`config.mk`:
```
export PLATFORM = sky130hd
export DESIGN_NAME = lockstep_fifo
export DESIGN_NICKNAME = d
export VERILOG_FILES = /design/src/rtl/stream_lockstep_pkg.sv /design/src/rtl/lockstep_fifo.sv
export SDC_FILE = /design/constraint.sdc
export NUM_CORES = 1
export LEC_CHECK = 0
export CAP_MARGIN = 0
export CELL_PAD_IN_SITES_DETAIL_PLACEMENT = 1
export CELL_PAD_IN_SITES_GLOBAL_PLACEMENT = 2
export CORE_MARGIN = 5
export CORE_UTILIZATION = 40
export DETAILED_ROUTE_END_ITERATION = 10
export PLACE_DENSITY_LB_ADDON = 0.12
export SLEW_MARGIN = 20
export SYNTH_ARGS = -nofsm -noshare
export SYNTH_HDL_FRONTEND = slang
export SYNTH_SLANG_ARGS = --single-unit
```
`constraint.sdc`:
```
create_clock -name clock -period 4.75 [get_ports clock]
set_input_delay 1.425 -clock clock [delete_from_list [all_inputs] [get_ports clock]]
set_output_delay 1.425 -clock clock [all_outputs]
set_load 0.01 [all_outputs]
```
`src/rtl/stream_lockstep_pkg.sv`:
```
// Shared definitions for the N-stream lockstep checker: FSM encoding, stream limit, pointer sizing.
// Latency: n/a (types and constants only).
// Backpressure: n/a.
package stream_lockstep_pkg;

   typedef enum logic [1:0] {
      ST_IDLE  = 2'd0,
      ST_RUN   = 2'd1,
      ST_DRAIN = 2'd2,
      ST_DONE  = 2'd3
   } state_t;

   // Upper bound on stream count; also sets the width of the stream-index report.
   localparam int MAX_STREAMS = 8;

   // Address bits needed for a power-of-two skew FIFO (never less than 1).
   function automatic int ptr_width(input int depth);
      return (depth <= 2) ? 1 : $clog2(depth);
   endfunction

endpackage

```
`src/rtl/lockstep_fifo.sv`:
```
// Synchronous show-ahead FIFO holding one stream's bytes while it waits for the slowest stream.
// Latency: a pushed byte is visible on pop_data the cycle after the push.
// Backpressure: none upstream; a push to a full FIFO is accepted only alongside a pop, else dropped.
module lockstep_fifo
   import stream_lockstep_pkg::*;
#(
   parameter int WIDTH      = 8,
   parameter int SKEW_DEPTH = 16
) (
   input  logic             clock,
   input  logic             reset,
   input  logic             clear,
   input  logic             push,
   input  logic [WIDTH-1:0] push_data,
   input  logic             pop,
   output logic [WIDTH-1:0] pop_data,
   output logic             full,
   output logic             empty
);

   localparam int AW = ptr_width(SKEW_DEPTH);

   logic [WIDTH-1:0] mem [SKEW_DEPTH];
   logic [AW:0]      wr_ptr;
   logic [AW:0]      rd_ptr;
   logic             do_push;
   logic             do_pop;
   logic             wr_en;
   logic [AW-1:0]    wr_addr;

   // The extra top pointer bit separates full (bits differ) from empty (bits equal).
   assign empty    = (wr_ptr == rd_ptr);
   assign full     = (wr_ptr[AW] != rd_ptr[AW]) && (wr_ptr[AW-1:0] == rd_ptr[AW-1:0]);
   assign do_pop   = pop & ~empty;
   assign do_push  = push & (~full | do_pop);
   assign pop_data = mem[rd_ptr[AW-1:0]];

   // A clear empties the FIFO but still takes a byte presented in the same cycle, at slot 0.
   assign wr_en   = clear ? push : do_push;
   assign wr_addr = clear ? '0 : wr_ptr[AW-1:0];

   // Pointer update: clear wins over normal push/pop traffic.
   always_ff @(posedge clock) begin
      if (reset) begin
         wr_ptr <= '0;
         rd_ptr <= '0;
      end else if (clear) begin
         rd_ptr <= '0;
         wr_ptr <= push ? (AW+1)'(1) : '0;
      end else begin
         if (do_push) wr_ptr <= wr_ptr + 1'b1;
         if (do_pop)  rd_ptr <= rd_ptr + 1'b1;
      end
   end

   // Storage write port; contents need no reset since the pointers gate visibility.
   always_ff @(posedge clock) begin
      if (wr_en) mem[wr_addr] <= push_data;
   end

endmodule

```
==> results of run 1 <==
## worst max-delay path, delay by kind of cell, from the launching register on
family	cells	cell delay, ns
buffers and inverters	2	0.77
flip-flops	1	0.34
multiplexers	2	1.12
## flip-flops by register name, summed over array words and instances (netlist names), named ones only
name    cells
wr_ptr      5
mem       128
rd_ptr      5
## cell families (layout without fill, tap and decap cells)
| logic type | Yosys count | count (layout) | share of synthesized area |
|---|---|---|---|
| xor gates and xnor gates | 12 | 12 | 0.0183 |
| DFF | 142 | 142 | 0.719 |
| muxes | 40 | 40 | 0.173 |
| buffers and inverters | 14 | 73 | 0.0177 |
| AOI/OAI and AO/OA | 16 | 16 | 0.0194 |
| adders and majority gates | 2 | 2 | 0.00436 |
| and+or+nand+nor | 50 | 50 | 0.0480 |
## through the flow
stage               setup WS (ns)  cell area, µm²  cells  utilization
floorplan                    1.50            5730    276            -
global placement            0.866            6270    484        0.449
detailed placement          0.808            6270    484        0.449
CTS                         0.616            6810    515        0.487
global route                0.562            6810    515        0.487
finish                      0.654            6810    515        0.487
## final cells by class
| type | instances | area [µm²] |
|---|---|---|
| fill | 1297 | 7170 |
| sequential | 142 | 4130 |
| timing repair buffer | 41 | 375 |
| inverter | 1 | 3.75 |
| clock inverter | 9 | 95.1 |
| clock buffer | 22 | 444 |
| tap | 180 | 225 |
| multi-input combinational | 120 | 1550 |
## layer usage
metal,up-vias,global-route usage,wire length [µm]
met4,0,0.0605,208
met1,1509,0.220,5560
met3,19,0.0389,511
met5,-,0,0
met2,58,0.265,6340
li1,1259,-,-
## cell usage after synthesis
master     instances
nand2b_1           4
ha_1               2
o21ai_1            2
a21oi_1            6
xor2_1             4
nor4_1             7
and4_1             1
xnor2_1            8
or2_2              4
o211ai_1           2
nand2_1            3
or3_1              1
inv_1              1
buf_8              2
dfxtp_1           14
nand4_4            1
nor3_1             6
o2111ai_2          1
mux4_1            24
buf_6              1
buf_2              2
nand4_1            2
o21ai_0            4
nand3_1            2
nand3b_1           1
nor2_1            16
or4_1              1
buf_12             1
buf_1              5
and3_1             1
edfxtp_1         128
clkbuf_1           2
o31ai_4            1
mux4_2            16
## cells in the final DEF, fill, tap and decap left out, types with 3 or more instances in the layout
master           instances
a21oi_1                  6
buf_4                   18
clkbuf_1                 5
clkbuf_16               17
clkdlybuf4s50_1         22
clkinv_1                 4
dfxtp_1                 13
edfxtp_1               128
mux4_1                  24
mux4_2                  16
nand2_1                  3
nand2b_1                 4
nor2_1                  16
nor3_1                   6
nor4_2                   6
o21ai_0                  4
or2_2                    4
xnor2_1                  8
xor2_1                   4
## where the power goes
part	leakage (nW)	switching, mW	internal [mW]
registers	1.27	0.00482	1.37
clock network	0.254	0.468	0.760
logic	0.603	0.0530	0.0467
## worst paths after layout
kind | from | to | slack [ns] | cells past startpoint
worst min-delay path | wr_ptr[4] | wr_ptr[4] | 0.58 | 2
worst max-delay path | register | pop_data[0] | 0.65 | 4
worst max register to register | wr_ptr[2] | mem[7][4] | 2.21 | 4
worst min register to register | wr_ptr[4] | wr_ptr[4] | 0.58 | 2
==> results.md, run 1 <==
| Stage | Metric | This run |
|---|---|---|
| route | Wire length reported by the detailed router | 12.6 mm |
| finish | Fraction of final layout cells sized beyond drive strength 1 | 0.212 |
| timing | Setup TNS Final | 0 ns |
| placed design | Gpl congestion | 0.766 |
| grt | Initial antenna violation count | 0 |
| cts | Post-CTS resize count | 0 |
| yosys | Net Count, Synth | 291 |
| cts | CTS clk-pin slew, worst paths | 0.06 ns |
| floorplanning | Top-level port count | 23 |
| grt | Pin count of the biggest net entering global routing | 33 |
| grt | Congestion Overflow GR | 0 |
| yosys | Area share of the leading cell type in the synthesized netlist | 0.670 |
| floorplanning | Die Wd | 130 µm |
| cts | Hold buffer count at CTS | 0 |
| timing | Headroom to the max-slew limit | 0.284 |
| critical path | Largest fanout on the critical path | 32 |
| route | DR vias/cell | 5.52 |
| finish | N_diodes | 0 |
| yosys | Count of different cell masters after synthesis | 34 |
| timing | Highest achievable clock rate | 244 MHz |
| cts | Post-CTS Setup Bufs | 0 |
| route | DRC marker count from the first detailed-route iteration | 258 |
| route | Routed vias | 2,845 |
| yosys | Synth warnings | 0 |
| timing | Post-route minimum period | 4.10 ns |
| critical path | CP required | 3.32 ns |
| yosys | Number of cells produced by synthesis | 276 |
| timing | Slew at the pin with the worst max-slew slack | 1.07 ns |
| pwr | Leakage power figure | 2.13 nW |
| floorplanning | Initial core utilization | 0.410 |
| route | Drt wl/cell | 24.5 µm |
| floorplanning | Die Y-Extent | 130 µm |
| floorplanning | Placeable Area | 14,000 µm² |
| route | Detailed-route DRC error count | 0 |
| critical path | Crit path cell chain | buf_12, mux4_1, mux4_2, clkdlybuf4s50_1 |
| pwr | Maximum ir drop on the vdd rail | 0.256 mV |
| critical path | Type of destination of the critical path | output port |
| yosys | Flops & latches, synth | 142 |
| timing | Tcrit/Tclk final | 0.862 |
| grt | Via count of the first global-routing pass | 3,079 |
| cts | Clock insertion delay at the later pin of the skew report | 0.42 ns |
| critical path | Slowest-stage cell, CP | mux4_1 |
| timing | Unrepaired setup endpoints after global routing | false |
| timing | Pins Over Slew Limit | 0 |
| yosys | Average cell area after synthesis | 20.8 µm² |
| route | Remaining number of nets flagged by the antenna check after routing | 0 |
| cts | Max Root-Sink Buffers | 2 |
| critical path | Category of the worst setup path launch point | register |
| grt | Global-route usage over all layers | 0.165 |
| pwr | Pwr per Cell Area | 397 nW/µm² |
| timing | Endpoints failing hold | 0 |
| status | Result of the run | completed |
| cts | Buffer cell driving the clock tree root | clkbuf_16 |
| placed design | Post-detailed-placement half-perimeter wirelength | 7.78 mm |
| timing | Final worst hold slack | 0.577 ns |
| critical path | Type of the worst setup path | reg -> out |
| cts | Number of clock buffers inserted by TritonCTS | 17 |
| yosys | Summed instance area of the synthesized netlist | 5730 µm² |
| yosys | Largest cells by area after synthesis | edfxtp_1 (67%), mux4_1 (11%), mux4_2 (6.3%), dfxtp_1 (4.9%), xnor2_1 (1.2%) |
| cts | CTS HTree Levels | 4 |
| placed design | Number of buffers added on ports | 22 |
| worst hold path | HP Class | reg -> reg |
| critical path | Worst stage delay on the critical path | 0.61 ns |
| pwr | Total power | 2.70 mW |
| grt | Wire length of the first global-routing pass | 19.3 mm |
| floorplanning | Cell row count | 43 |
| route | Total iterations of the first detailed-routing run | 4 |
| cts | Total number of clock tree sinks | 142 |
| critical path | Crit path DAT | 2.67 ns |
| finish | Layout area overhead | 18.9% |
| finish | Total Nets Final | 338 |
| yosys | Share of synthesized area occupied by flip-flops and latches | 0.719 |
| flow run | Count of max-cap constraint violations | 0 |
| cts | Clock tree from TritonCTS | yes |
| timing | Worst clock skew | 0.00675 ns |
| timing | Number of failing setup endpoints in the final timing report | 0 |
| yosys | Largest area contributor in the synthesized netlist | edfxtp_1 |
| floorplanning | Die footprint | 16,800 µm² |
No activity file was read; power rests on OpenSTA's default activity.
==> run 2: changes to the inputs <==
Settings changed: CORE_UTILIZATION 40 to 53, CTS_BUF_LIST set to sky130_fd_sc_hd__clkbuf_4.
==> run 2 against run 1 <==
- final cell count down 8.2%
- count of clock-buffer cells in the layout down 3
- register-to-register slack better by 0.11 ns
- sequential power about the same
- utilization up 12 points
- combinational power about the same
- critical path type unchanged
- critical endpoint is now pop_data[5]
- largest cell class unchanged
==> results.md, run 2 (synthesis results as in run 1) <==
| Stage | Metric | This run | Change |
|---|---|---|---|
| placed design | Cell area after placement | 6220 µm² | -0.80% |
| pwr | Switching fraction of total power | 0.205 | +0.0101 |
| route | Detailed-route DRC error count | 0 | unchanged |
| timing | Unrepaired setup endpoints after global routing | false |  |
| finish | Most used cells in the layout excluding fill and tap cells | edfxtp_1 (128), mux4_1 (24), clkdlybuf4s50_1 (22) |  |
| timing | Endpoints failing hold | 0 | unchanged |
| cts | Total number of clock tree sinks | 142 | unchanged |
| floorplanning | Top-level port count | 23 | unchanged |
| finish | Fraction of final layout cells sized beyond drive strength 1 | 0.225 | +0.0133 |
| pwr | Portion of total power attributed to combinational logic | 0.047 | +0.010 |
| critical path | Worst stage delay on the critical path | 0.63 ns | +0.02 ns |
| grt | Global-route usage over all layers | 0.202 | +0.0372 |
| finish | Final instance area | 6470 µm² | -5.1% |
| timing | Headroom to the max-slew limit | 0.550 | +0.266 |
| critical path | Slowest-stage cell, CP | mux4_1 |  |
| route | Wire length on met1 | 5.20 mm | -6.5% |
| critical path | Worst r2r src | wr_ptr[2] |  |
| timing | Post-route minimum period | 4.17 ns | +0.0736 ns |
| timing | Tcrit/Tclk final | 0.878 | +0.0155 |
| grt | Pin count of the biggest net entering global routing | 33 | unchanged |
| route | DR vias/cell | 5.98 | +8.2% |
| status | Result of the run | completed |  |
| route | Total iterations of the first detailed-routing run | 4 | unchanged |
| pwr | Pwr per Cell Area | 335 nW/µm² | -16% |
| pwr | Cell internal power dissipation | 1.72 mW | -21% |
| grt | Congestion Overflow GR | 0 | unchanged |
| placed design | Post-detailed-placement half-perimeter wirelength | 8.01 mm | +3.0% |
| route | DR WL met3 | 583 µm | +14% |
| cts | CTS HTree Levels | 4 | unchanged |
| critical path | Type of destination of the critical path | output port |  |
| finish | Total Nets Final | 338 | unchanged |
| floorplanning | Initial core utilization | 0.536 | +0.126 |
| route | Wire length reported by the detailed router | 11.9 mm | -5.4% |
| floorplanning | Die Y-Extent | 114 µm | -12% |
| route | Remaining number of nets flagged by the antenna check after routing | 0 | unchanged |
| pwr | Reported net switching power | 443 µW | -16% |
| finish | Leading registers by flop count | mem: 128 flops, rd_ptr: 5 flops, wr_ptr: 5 flops |  |
| floorplanning | Die Wd | 114 µm | -12% |
| pwr | Relative contribution of sequential cells to total power | 0.634 | +0.125 |
| finish | Layout area overhead | 12.8% |  |
| finish | Combined flip-flop and latch cell area | 4130 µm² | unchanged |
| worst hold path | HP Class | reg -> reg |  |
| critical path | CP required | 3.32 ns | about the same |
| timing | Final worst hold slack | 0.593 ns | +0.0157 ns |
| route | DRC marker count from the first detailed-route iteration | 191 | -26% |
| cts | Post-CTS resize count | 0 | unchanged |
| critical path | Largest fanout on the critical path | 32 | unchanged |
| finish | Filler instances | 917 | -29% |
| cts | Max Root-Sink Buffers | 2 | unchanged |
| placed design | Gpl congestion | 0.756 | -1.3% |
| timing | Worst clock skew | 0.0167 ns | +0.00995 ns |
| route | WL met2 | 6.04 mm | -4.7% |
| floorplanning | Cell row count | 38 | -12% |
| route | Routed vias | 2,828 | -0.60% |
| critical path | Category of the worst setup path launch point | register |  |
| timing | Number of failing setup endpoints in the final timing report | 0 | unchanged |
| pwr | Clock power share | 0.319 | -0.135 |
| cts | Number of clock buffers inserted by TritonCTS | 17 | unchanged |
| cts | Hold buffer count at CTS | 0 | unchanged |
| finish | Top reg by flops | mem |  |
| grt | Initial antenna violation count | 0 | unchanged |
| cts | Post-CTS Setup Bufs | 0 | unchanged |
| finish | Most common cell after layout, fill and taps aside | edfxtp_1 |  |
| cts | CTS clk-pin slew, worst paths | 0.11 ns | +0.05 ns |
| finish | N_diodes | 0 | unchanged |
| route | Drt wl/cell | 25.2 µm | +3.0% |
| flow run | Count of max-cap constraint violations | 0 | unchanged |
| worst hold path | Worst hold start | rd_ptr[1] |  |
| route | Top sig layer | met4 |  |
| grt | Via count of the first global-routing pass | 3,015 | -2.1% |
| placed design | Number of buffers added on ports | 22 | unchanged |
| grt | Wire length of the first global-routing pass | 18.5 mm | -4.5% |
| floorplanning | Placeable Area | 10,700 µm² | -24% |
| critical path | Crit path DAT | 2.74 ns | +0.07 ns |
| pwr | Leakage power figure | 2.01 nW | -5.4% |
| timing | Slew at the pin with the worst max-slew slack | 0.672 ns | -0.398 ns |
| critical path | Crit path cell chain | buf_12, mux4_1, mux4_2, clkdlybuf4s50_1 |  |
| finish | Area taken by multi-input logic gates | 1550 µm² | unchanged |
| timing | Highest achievable clock rate | 240 MHz | -1.8% |
| cts | Clock insertion delay at the later pin of the skew report | 0.51 ns | +0.09 ns |
| timing | Pins Over Slew Limit | 0 | unchanged |
| pwr | Maximum ir drop on the vdd rail | 0.214 mV | -16% |
| critical path | Type of the worst setup path | reg -> out |  |
| timing | Setup TNS Final | 0 ns | unchanged |
| finish | Number of flip-flops under the largest register name | 128 | unchanged |
| floorplanning | Die footprint | 13,000 µm² | -23% |
| cts | Clock tree from TritonCTS | yes |  |
| cts | Buffer cell driving the clock tree root | clkbuf_4 |  |
==> run 2: cell count changes in the layout (fill, tap and decap cells not counted), sizes merged <==
cell      change
clkinvlp      -2
clkbuf        -3
clkinv        +3
==> run 2: worst paths after layout <==
path | endpoint | slack, ns | cells after the start
max | pop_data[5] | 0.58 | 4
min | rd_ptr[1] | 0.59 | 2
max reg2reg | mem[1][2] | 2.32 | 5
min reg2reg | rd_ptr[1] | 0.59 | 2
==> run 2: power groups by stage <==
stage               logic [mW]  registers, mW  clock network [mW]
finish                   0.101           1.37               0.691
global route             0.108           1.37               0.787
CTS                      0.102           1.37               0.711
detailed placement       0.102           1.40                   0
global placement        0.0993           1.40                   0
floorplan               0.0525           1.40                   0
==> run 2: cell type report <==
class,count,share of cell area
clock buffer,19,0.0221
clock inverter,10,0.0155
inverter,1,0.000580
multi-input combinational,120,0.239
sequential,142,0.638
tap,140,0.0271
timing repair buffer,41,0.0580
==> run 2: routing by layer <==
layer	vias to the layer above	global-route usage
li1	1256	-
met1	1477	0.281
met2	85	0.323
met3	10	0.0472
met4	0	0.0570
met5	-	0
==> run 2: per-stage QoR <==
step | std cells | util | power [mW] | setup slack [ns]
3_5_place_dp | 444 | 0.582 | 1.50 | 1.07
6_report | 473 | 0.605 | 2.16 | 0.580
4_1_cts | 473 | 0.605 | 2.19 | 0.515
2_1_floorplan | 276 | - | 1.45 | 1.50
5_1_grt | 473 | 0.605 | 2.27 | 0.457
3_3_place_gp | 444 | 0.582 | 1.50 | 1.09
==> run 2: worst max-delay path, delay by kind of cell, from the launching register on <==
kind,cells,cell delay [ns]
flip-flops,1,0.36
buffers and inverters,2,0.76
multiplexers,2,1.12
==> run 3: changes to the inputs <==
Settings changed: CTS_CLUSTER_SIZE set to 40.
==> results of run 3 <==
The final DEF is identical to that of run 2; final timing and power are the same.
